--- config.mk ---
export PLATFORM = sky130hd
export DESIGN_NAME = scaled_view_renderer
export DESIGN_NICKNAME = d
export VERILOG_FILES = /design/src/rtl/scaled_view_renderer.sv
export SDC_FILE = /design/constraint.sdc
export NUM_CORES = 1
export LEC_CHECK = 0
export BUFFER_PORTS_ARGS = -buffer_cell sky130_fd_sc_hd__buf_2
export CAP_MARGIN = 30
export CORE_ASPECT_RATIO = 1.5
export CORE_MARGIN = 2
export CORE_UTILIZATION = 67
export DETAILED_ROUTE_END_ITERATION = 12
export GPL_TIMING_DRIVEN = 1
export PLACE_DENSITY = 0.89
export SLEW_MARGIN = 20
export SYNTH_ARGS = -nofsm -noshare
export SYNTH_HDL_FRONTEND = slang
export SYNTH_SLANG_ARGS = --single-unit
--- constraint.sdc ---
create_clock -name vga_clk -period 6 [get_ports vga_clk]
set_input_delay 0.3 -clock vga_clk [delete_from_list [all_inputs] [get_ports vga_clk]]
set_output_delay 0.3 -clock vga_clk [all_outputs]
set_load 0.02 [all_outputs]
--- src/rtl/scaled_view_renderer.sv ---
// scaled_view_renderer
//   Full-screen background renderer. Stretches a VIEW_W x SRC_H window of a
//   palette-indexed ROM image over the SCREEN_W x SCREEN_H display. It adds a
//   horizontal pan that is latched once per frame, a fade-in/out brightness
//   FSM that steps once per frame, and an opaque flag for the layer compositor.
//
// Ports
//   vga_clk, reset_n             pixel clock, async active-low reset
//   DrawX, DrawY, blank          raster position and active-video flag
//   frame_start                  one-cycle pulse at the start of each frame
//   pan_x                        requested left source column
//   transp_en                    enables TRANSP_IDX transparency
//   fade_in, fade_out            fade request pulses
//   rom_addr / rom_q             external image ROM (1-cycle read latency)
//   pal_index / pal_red..blue    external combinational palette
//   red, green, blue, opaque     pixel out, 3 cycles after DrawX/DrawY/blank
//   fade_level, busy             brightness 0..16, fade in progress
//
// Fade FSM
//   state      | meaning
//   S_OFF      | black, fade_level = 0
//   S_FADE_IN  | fade_level rises one step every STEP_FRAMES frames
//   S_ON       | full brightness, fade_level = 16
//   S_FADE_OUT | fade_level falls one step every STEP_FRAMES frames
module scaled_view_renderer #(
  parameter int SRC_W       = 320,
  parameter int SRC_H       = 120,
  parameter int VIEW_W      = 160,
  parameter int SCREEN_W    = 640,
  parameter int SCREEN_H    = 480,
  parameter int IDX_W       = 2,
  parameter int ADDR_W      = 16,
  parameter int TRANSP_IDX  = 0,
  parameter int STEP_FRAMES = 2
) (
  input  logic              vga_clk,
  input  logic              reset_n,
  input  logic [9:0]        DrawX,
  input  logic [9:0]        DrawY,
  input  logic              blank,
  input  logic              frame_start,
  input  logic [9:0]        pan_x,
  input  logic              transp_en,
  input  logic              fade_in,
  input  logic              fade_out,
  output logic [ADDR_W-1:0] rom_addr,
  input  logic [IDX_W-1:0]  rom_q,
  output logic [IDX_W-1:0]  pal_index,
  input  logic [3:0]        pal_red,
  input  logic [3:0]        pal_green,
  input  logic [3:0]        pal_blue,
  output logic [3:0]        red,
  output logic [3:0]        green,
  output logic [3:0]        blue,
  output logic              opaque,
  output logic [4:0]        fade_level,
  output logic              busy
);

  localparam int PAN_MAX = SRC_W - VIEW_W;
  localparam int CNT_W   = (STEP_FRAMES > 1) ? $clog2(STEP_FRAMES) : 1;
  localparam logic [CNT_W-1:0] STEP_LAST = CNT_W'(STEP_FRAMES - 1);
  localparam logic [4:0] LVL_MAX = 5'd16;

  typedef enum logic [1:0] {S_OFF, S_FADE_IN, S_ON, S_FADE_OUT} state_t;

  state_t             state_q, state_d;
  logic [4:0]         level_q, level_d;
  logic [CNT_W-1:0]   step_q, step_d;
  logic [9:0]         pan_lat_q, pan_lat_d;
  logic [ADDR_W-1:0]  rom_addr_q, rom_addr_d;
  logic               v1_q, v2_q;
  logic [3:0]         red_q, red_d, green_q, green_d, blue_q, blue_d;
  logic               opaque_q, opaque_d;
  logic [31:0]        src_x, src_y;
  logic               transp_hit;

  // 9-bit product keeps 15*16 exact; the top nibble of the low byte is the result.
  function automatic logic [3:0] scale_c(input logic [3:0] c, input logic [4:0] lvl);
    logic [8:0] p;
    p = 9'(c) * 9'(lvl);
    return 4'(p >> 4);
  endfunction

  // Pan only moves at a frame boundary so the image never tears mid-frame.
  always_comb begin
    pan_lat_d = pan_lat_q;
    if (frame_start)
      pan_lat_d = (32'(pan_x) > 32'(PAN_MAX)) ? 10'(PAN_MAX) : pan_x;
  end

  assign src_x = 32'(pan_lat_q) + (32'(DrawX) * 32'(VIEW_W)) / 32'(SCREEN_W);
  assign src_y = (32'(DrawY) * 32'(SRC_H)) / 32'(SCREEN_H);
  assign rom_addr_d = blank ? ADDR_W'(src_y * 32'(SRC_W) + src_x) : rom_addr_q;

  assign pal_index  = rom_q;
  assign transp_hit = transp_en & (rom_q == IDX_W'(TRANSP_IDX));

  always_comb begin
    opaque_d = v2_q & ~transp_hit;
    red_d    = opaque_d ? scale_c(pal_red,   level_q) : 4'd0;
    green_d  = opaque_d ? scale_c(pal_green, level_q) : 4'd0;
    blue_d   = opaque_d ? scale_c(pal_blue,  level_q) : 4'd0;
  end

  always_ff @(posedge vga_clk or negedge reset_n) begin
    if (!reset_n) begin
      pan_lat_q  <= '0;
      rom_addr_q <= '0;
      v1_q       <= 1'b0;
      v2_q       <= 1'b0;
      red_q      <= '0;
      green_q    <= '0;
      blue_q     <= '0;
      opaque_q   <= 1'b0;
    end else begin
      pan_lat_q  <= pan_lat_d;
      rom_addr_q <= rom_addr_d;
      v1_q       <= blank;
      v2_q       <= v1_q;
      red_q      <= red_d;
      green_q    <= green_d;
      blue_q     <= blue_d;
      opaque_q   <= opaque_d;
    end
  end

  always_ff @(posedge vga_clk or negedge reset_n) begin
    if (!reset_n) begin
      state_q <= S_OFF;
      level_q <= '0;
      step_q  <= '0;
    end else begin
      state_q <= state_d;
      level_q <= level_d;
      step_q  <= step_d;
    end
  end

  // fade_out is tested first everywhere so it wins a simultaneous request.
  always_comb begin
    state_d = state_q;
    level_d = level_q;
    step_d  = step_q;
    case (state_q)
      S_OFF: begin
        level_d = '0;
        if (fade_in && !fade_out) begin
          state_d = S_FADE_IN;
          step_d  = '0;
        end
      end
      S_FADE_IN: begin
        if (fade_out) begin
          state_d = S_FADE_OUT;
          step_d  = '0;
        end else if (level_q >= LVL_MAX) begin
          state_d = S_ON;
        end else if (frame_start) begin
          if (step_q == STEP_LAST) begin
            step_d  = '0;
            level_d = level_q + 5'd1;
            if (level_q == LVL_MAX - 5'd1) state_d = S_ON;
          end else begin
            step_d = step_q + 1'b1;
          end
        end
      end
      S_ON: begin
        level_d = LVL_MAX;
        if (fade_out) begin
          state_d = S_FADE_OUT;
          step_d  = '0;
        end
      end
      S_FADE_OUT: begin
        if (fade_in && !fade_out) begin
          state_d = S_FADE_IN;
          step_d  = '0;
        end else if (level_q == 5'd0) begin
          state_d = S_OFF;
        end else if (frame_start) begin
          if (step_q == STEP_LAST) begin
            step_d  = '0;
            level_d = level_q - 5'd1;
            if (level_q == 5'd1) state_d = S_OFF;
          end else begin
            step_d = step_q + 1'b1;
          end
        end
      end
      default: state_d = S_OFF;
    endcase
  end

  always_comb begin
    busy = (state_q == S_FADE_IN) || (state_q == S_FADE_OUT);
  end

  assign rom_addr   = rom_addr_q;
  assign red        = red_q;
  assign green      = green_q;
  assign blue       = blue_q;
  assign opaque     = opaque_q;
  assign fade_level = level_q;

endmodule
==> results of run 1 <==
==> cells in the mapped netlist (4+ instances only) <==
cell	number	area share, %
fa_1	38	8.4
nand4_1	9	0.63
a211oi_1	6	0.50
o211ai_1	16	1.3
ha_1	100	14
clkbuf_1	21	0.88
o21bai_1	8	0.67
nand3_1	28	1.6
a31oi_1	14	0.97
nor2_1	94	3.9
mux2_2	14	1.8
nand2b_1	10	0.69
o21ai_0	48	2.7
nor4_1	7	0.49
inv_1	113	4.7
dfrtp_1	49	14
mux2i_1	18	2.0
o21ai_1	8	0.44
or3_1	11	0.76
o22ai_1	5	0.35
nor2b_1	11	0.76
xor2_1	36	3.5
nor3_1	23	1.3
a21oi_2	5	0.49
a211oi_2	4	0.56
a21oi_1	62	3.4
xnor2_1	55	5.3
and2_1	28	1.9
buf_2	4	0.22
a21o_1	16	1.3
o22a_1	6	0.58
o21a_1	7	0.58
nand2_1	110	4.6
and3_1	9	0.63
buf_4	5	0.42
o31ai_1	6	0.50
==> kinds of logic after synthesis <==
family / count (synthesis) / share of synthesized area [%]
buffers and inverters: 148 / 6.84
flip-flops: 49 / 13.6
adder cells (fa/ha/maj): 140 / 22.6
XOR/XNOR: 95 / 9.82
multiplexers: 36 / 4.40
AND/OR/NAND/NOR: 373 / 21.0
AO/OA/AOI/OAI: 271 / 21.8
==> stage by stage <==
step           hold WS [ns]  std cells  worst slack (ns)
3_3_place_gp          0.338       1614             -3.92
2_1_floorplan       0.00441       1112             -3.94
3_5_place_dp          0.277       1615             -4.84
==> run_results.csv, run 1 <==
group,metric,value,unit
synthesis,synth_area,9000,sq um
outcome,error,"[ERROR DPL-0038] Utilization greater than 100%, impossible to legalize",
clocking,clockBufferDepth,2,
clocking,cts_setup_buffers,55,
floorplanning,fp.dieH,146,um
clocking,hold_buffers,1,
placed_design,post_dp_cell_area,11900,sq um
synthesis,yosysUniqueCellTypes,103,
synthesis,synth_edf_count,0,
floorplanning,io_pins,88,
clocking,cts_buffers,5,
floorplanning,start_util,68.8,%
outcome,lastStage,"clock tree synthesis",
placed_design,dp_hpwl,29900,um
synthesis,synth_seq_cells,49,
placed_design,numPortBuffers,87,
floorplanning,core.rowCount,51,
synthesis,ys_warn_count,0,
outcome,outcome,"aborted with a tool error",
synthesis,syn_nets,1301,
clocking,cts_resized,189,
placed_design,globalplace.congestion,1.05,
clocking,cts_sinks,49,
clocking,htreeDepth,2,
synthesis,ys_async_sr_fraction,100,%
synthesis,synth-main-ff-cell,"dfrtp_1",
floorplanning,die_w,98.7,um
synthesis,yosysSeqAreaShare,13.6,%
clocking,cts_root_buf,"clkbuf_16",
synthesis,syn_inst,1112,
synthesis,syn_area_per_cell,8.10,sq um
==> run 2, diff against run 1 <==
--- a/config.mk
+++ b/config.mk
@@ -7,12 +7,11 @@
 export LEC_CHECK = 0
 export BUFFER_PORTS_ARGS = -buffer_cell sky130_fd_sc_hd__buf_2
 export CAP_MARGIN = 30
-export CORE_ASPECT_RATIO = 1.5
 export CORE_MARGIN = 2
-export CORE_UTILIZATION = 67
+export CORE_UTILIZATION = 40
 export DETAILED_ROUTE_END_ITERATION = 12
 export GPL_TIMING_DRIVEN = 1
-export PLACE_DENSITY = 0.89
+export PLACE_DENSITY_LB_ADDON = 0.15
 export SLEW_MARGIN = 20
 export SYNTH_ARGS = -nofsm -noshare
 export SYNTH_HDL_FRONTEND = slang
==> run 2 against run 1 <==
The flow now finishes, with violations (setup timing). Synthesized cell count stayed put. Area after synthesis stayed put.
==> run_results.csv, run 2 <==
group,metric,value,unit
outcome,outcome,"finished, violations left",
outcome,violations,"setup timing",
setup_path,cp_max_fo,7,
routing,drc_errors,0,
global_route,grtUsageTotal,21.6,%
setup_path,cpMostUsedCell,"buf_4",
sta,relSlewSlack,53.5,%
sta,setup_slack,-3.77,ns
run,cap_violations,0,
setup_path,critPathKind,"in -> reg",
synthesis,synth_top_area_cell,"ha_1",
clocking,cts_sinks,49,
clocking,hold_buffers,0,
placed_design,dp_hpwl,20000,um
global_route,grt-ovfl-total,0,
synthesis,synth-main-ff-cell,"dfrtp_1",
finish,drive_above_1_share,43.4,%
clocking,insertion_delay,0.29,ns
setup_path,crit_path_end,"rom_addr[12]",
floorplanning,core.rowCount,54,
routing,drt_wl_total,25700,um
clocking,cts_tree,"built",
finish,layout_commonest_cell,"buf_4",
setup_path,cp_slowest_cell,"fa_1",
placed_design,globalplace.congestion,0.869,
finish,antenna_cells,0,
synthesis,yosys-top-cells-count,"inv_1 (113), nand2_1 (110), ha_1 (100)",
setup_path,r2r_slack,2.27,ns
routing,drtIter0Drc,371,
clocking,clockBufferDepth,2,
global_route,grt_pass1_wl,43400,um
synthesis,ys_warn_count,0,
synthesis,yosysSeqAreaShare,13.6,%
setup_path,cp-startpoint,"DrawY[5]",
setup_path,cpPeakStageDelay,0.57,ns
synthesis,syn_area_per_cell,8.10,sq um
floorplanning,io_pins,88,
global_route,grt_max_degree,50,
clocking,htreeDepth,2,
routing,antenna_left,0,
synthesis,syn_inst,1112,
setup_path,critPathCaptureType,"flip-flop",
global_route,grt_pass1_vias,9217,
setup_path,reg2reg_depth,16,
sta,setup_viol,11,
synthesis,ys_async_sr_fraction,100,%
sta,worstMarginPinSlew,0.698,ns
clocking,cts_buffers,5,
synthesis,synth_edf_count,0,
routing,via_per_inst,5.12,
synthesis,yosysUniqueCellTypes,103,
finish,largest_register_ffs,16,
synthesis,synth_area,9000,sq um
sta,fin_crit,9.77,ns
sta,finClkSkew,0.00359,ns
synthesis,yosysMostFrequentCell,"inv_1",
setup_path,r2r-start,"fade_level[2]",
setup_path,startpoint_type,"input pin",
floorplanning,core_area,22000,sq um
routing,num_vias,9289,
sta,fmax,102,MHz
setup_path,worstPathArrival,9.94,ns
floorplanning,start_util,41.0,%
synthesis,synthTopCellsByArea,"ha_1 (14%), dfrtp_1 (14%), fa_1 (8.4%)",
placed_design,dp_slack,-4.16,ns
synthesis,synth_seq_cells,49,
placed_design,numPortBuffers,87,
worst_hold_path,hold_path.class,"in -> async",
synthesis,synth_top_area_share,13.9,%
floorplanning,dieArea,23700,sq um
clocking,cts_root_buf,"clkbuf_16",
routing,firstDrtPassIters,5,
synthesis,syn_nets,1301,
global_route,antenna_found_initial,0,
floorplanning,fp.dieH,154,um
clocking,clk_pin_slew,0.07,ns
finish,nets,1723,
global_route,busiest_layer,"met2",
finish,fin_util,61.6,%
setup_path,r2r-end,"blue[3]",
global_route,gr-usage-met3,2.51,%
setup_path,crit_required,6.16,ns
finish,syn_to_final_growth,50.3,%
routing,wl_per_cell,14.1,um
global_route,use_met2,37.6,%
sta,slew_violations,0,
finish,mostFrequentLayoutCells,"buf_4 (355), inv_1 (105), nand2_1 (104)",
sta,rsz0062_at_grt,"yes",
floorplanning,die_w,154,um
sta,timing.final.crit_share,163,%
sta,hold_violations,0,
global_route,met1_usage,29.2,%
-- run 2: cell counts after synthesis --
No cell type changed its count.
-- run 2: kinds of logic (layout without fill, tap and decap cells) --
group                      count (synthesis)  count (layout)  share of synthesized area (%)
adders and majority gates                140             140                           22.6
DFF                                       49              49                           13.6
muxes                                     36              36                           4.40
buffers and inverters                    148             571                           6.84
xor gates and xnor gates                  95              95                           9.82
and+or+nand+nor                          373             373                           21.0
AOI/OAI and AO/OA                        271             271                           21.8
-- run 2: per-layer routing --
metal  wire length [um]  vias up
li1                   -     4743
met1              12100     4367
met2              12400      151
met3                764       28
met4                362        0
met5                  0        -
-- run 2: final cells by class --
class / instances / area (sq um)
Sequential cell: 49 / 1230
Clock inverter: 3 / 26.3
Clock buffer: 5 / 125
Timing Repair Buffer: 449 / 3200
Tap cell: 280 / 350
Fill cell: 1889 / 8430
Inverter: 114 / 443
Multi-Input combinational cell: 915 / 8160
-- run 2: how the worst min path moves through the flow --
| stage | to | slack (ns) | cells past startpoint |
|---|---|---|---|
| 6_report | pan_lat_q[0] | 0.11 | 2 |
| 5_1_grt | pan_lat_q[0] | 0.19 | 2 |
| 4_1_cts | pan_lat_q[4] | 0.14 | 2 |
| 3_5_place_dp | v2_q | 0.34 | 0 |
| 3_3_place_gp | v2_q | 0.33 | 0 |
| 2_1_floorplan | blue[0] | 0.004 | 0 |
-- run 2: metrics by stage --
stage	TNS (ns)	hold slack (ns)	instances	cell area, sq um
after floorplan	-36.35	0.00441	1112	9240
after global placement	-39.71	0.333	1745	12100
after detailed placement	-41.17	0.337	1745	12100
after CTS	-34.94	0.135	1791	13000
after global routing	-41.23	0.191	1815	13500
final	-36.18	0.113	1815	13500
-- run 2: critical path: cells and delay by family --
family                   cells  cell delay [ns]
AO/OA/AOI/OAI               21             3.64
adder cells (fa/ha/maj)      5             2.06
AND/OR/NAND/NOR             10             1.80
buffers and inverters       11             1.14
multiplexers                 3             0.84
XOR/XNOR                     1             0.15
-- run 2: what timing repair did --
action / 4_1_cts / 5_1_grt
setup buffers: 38 / 24
pin swaps: 84 / 61
setup endpoints to repair: 13 / 14
resized for setup: 95 / 64
Power of run 2 is left out: the tool's default activity adds up to more than one toggle a clock period on the data nets, which glitch-free logic cannot reach.
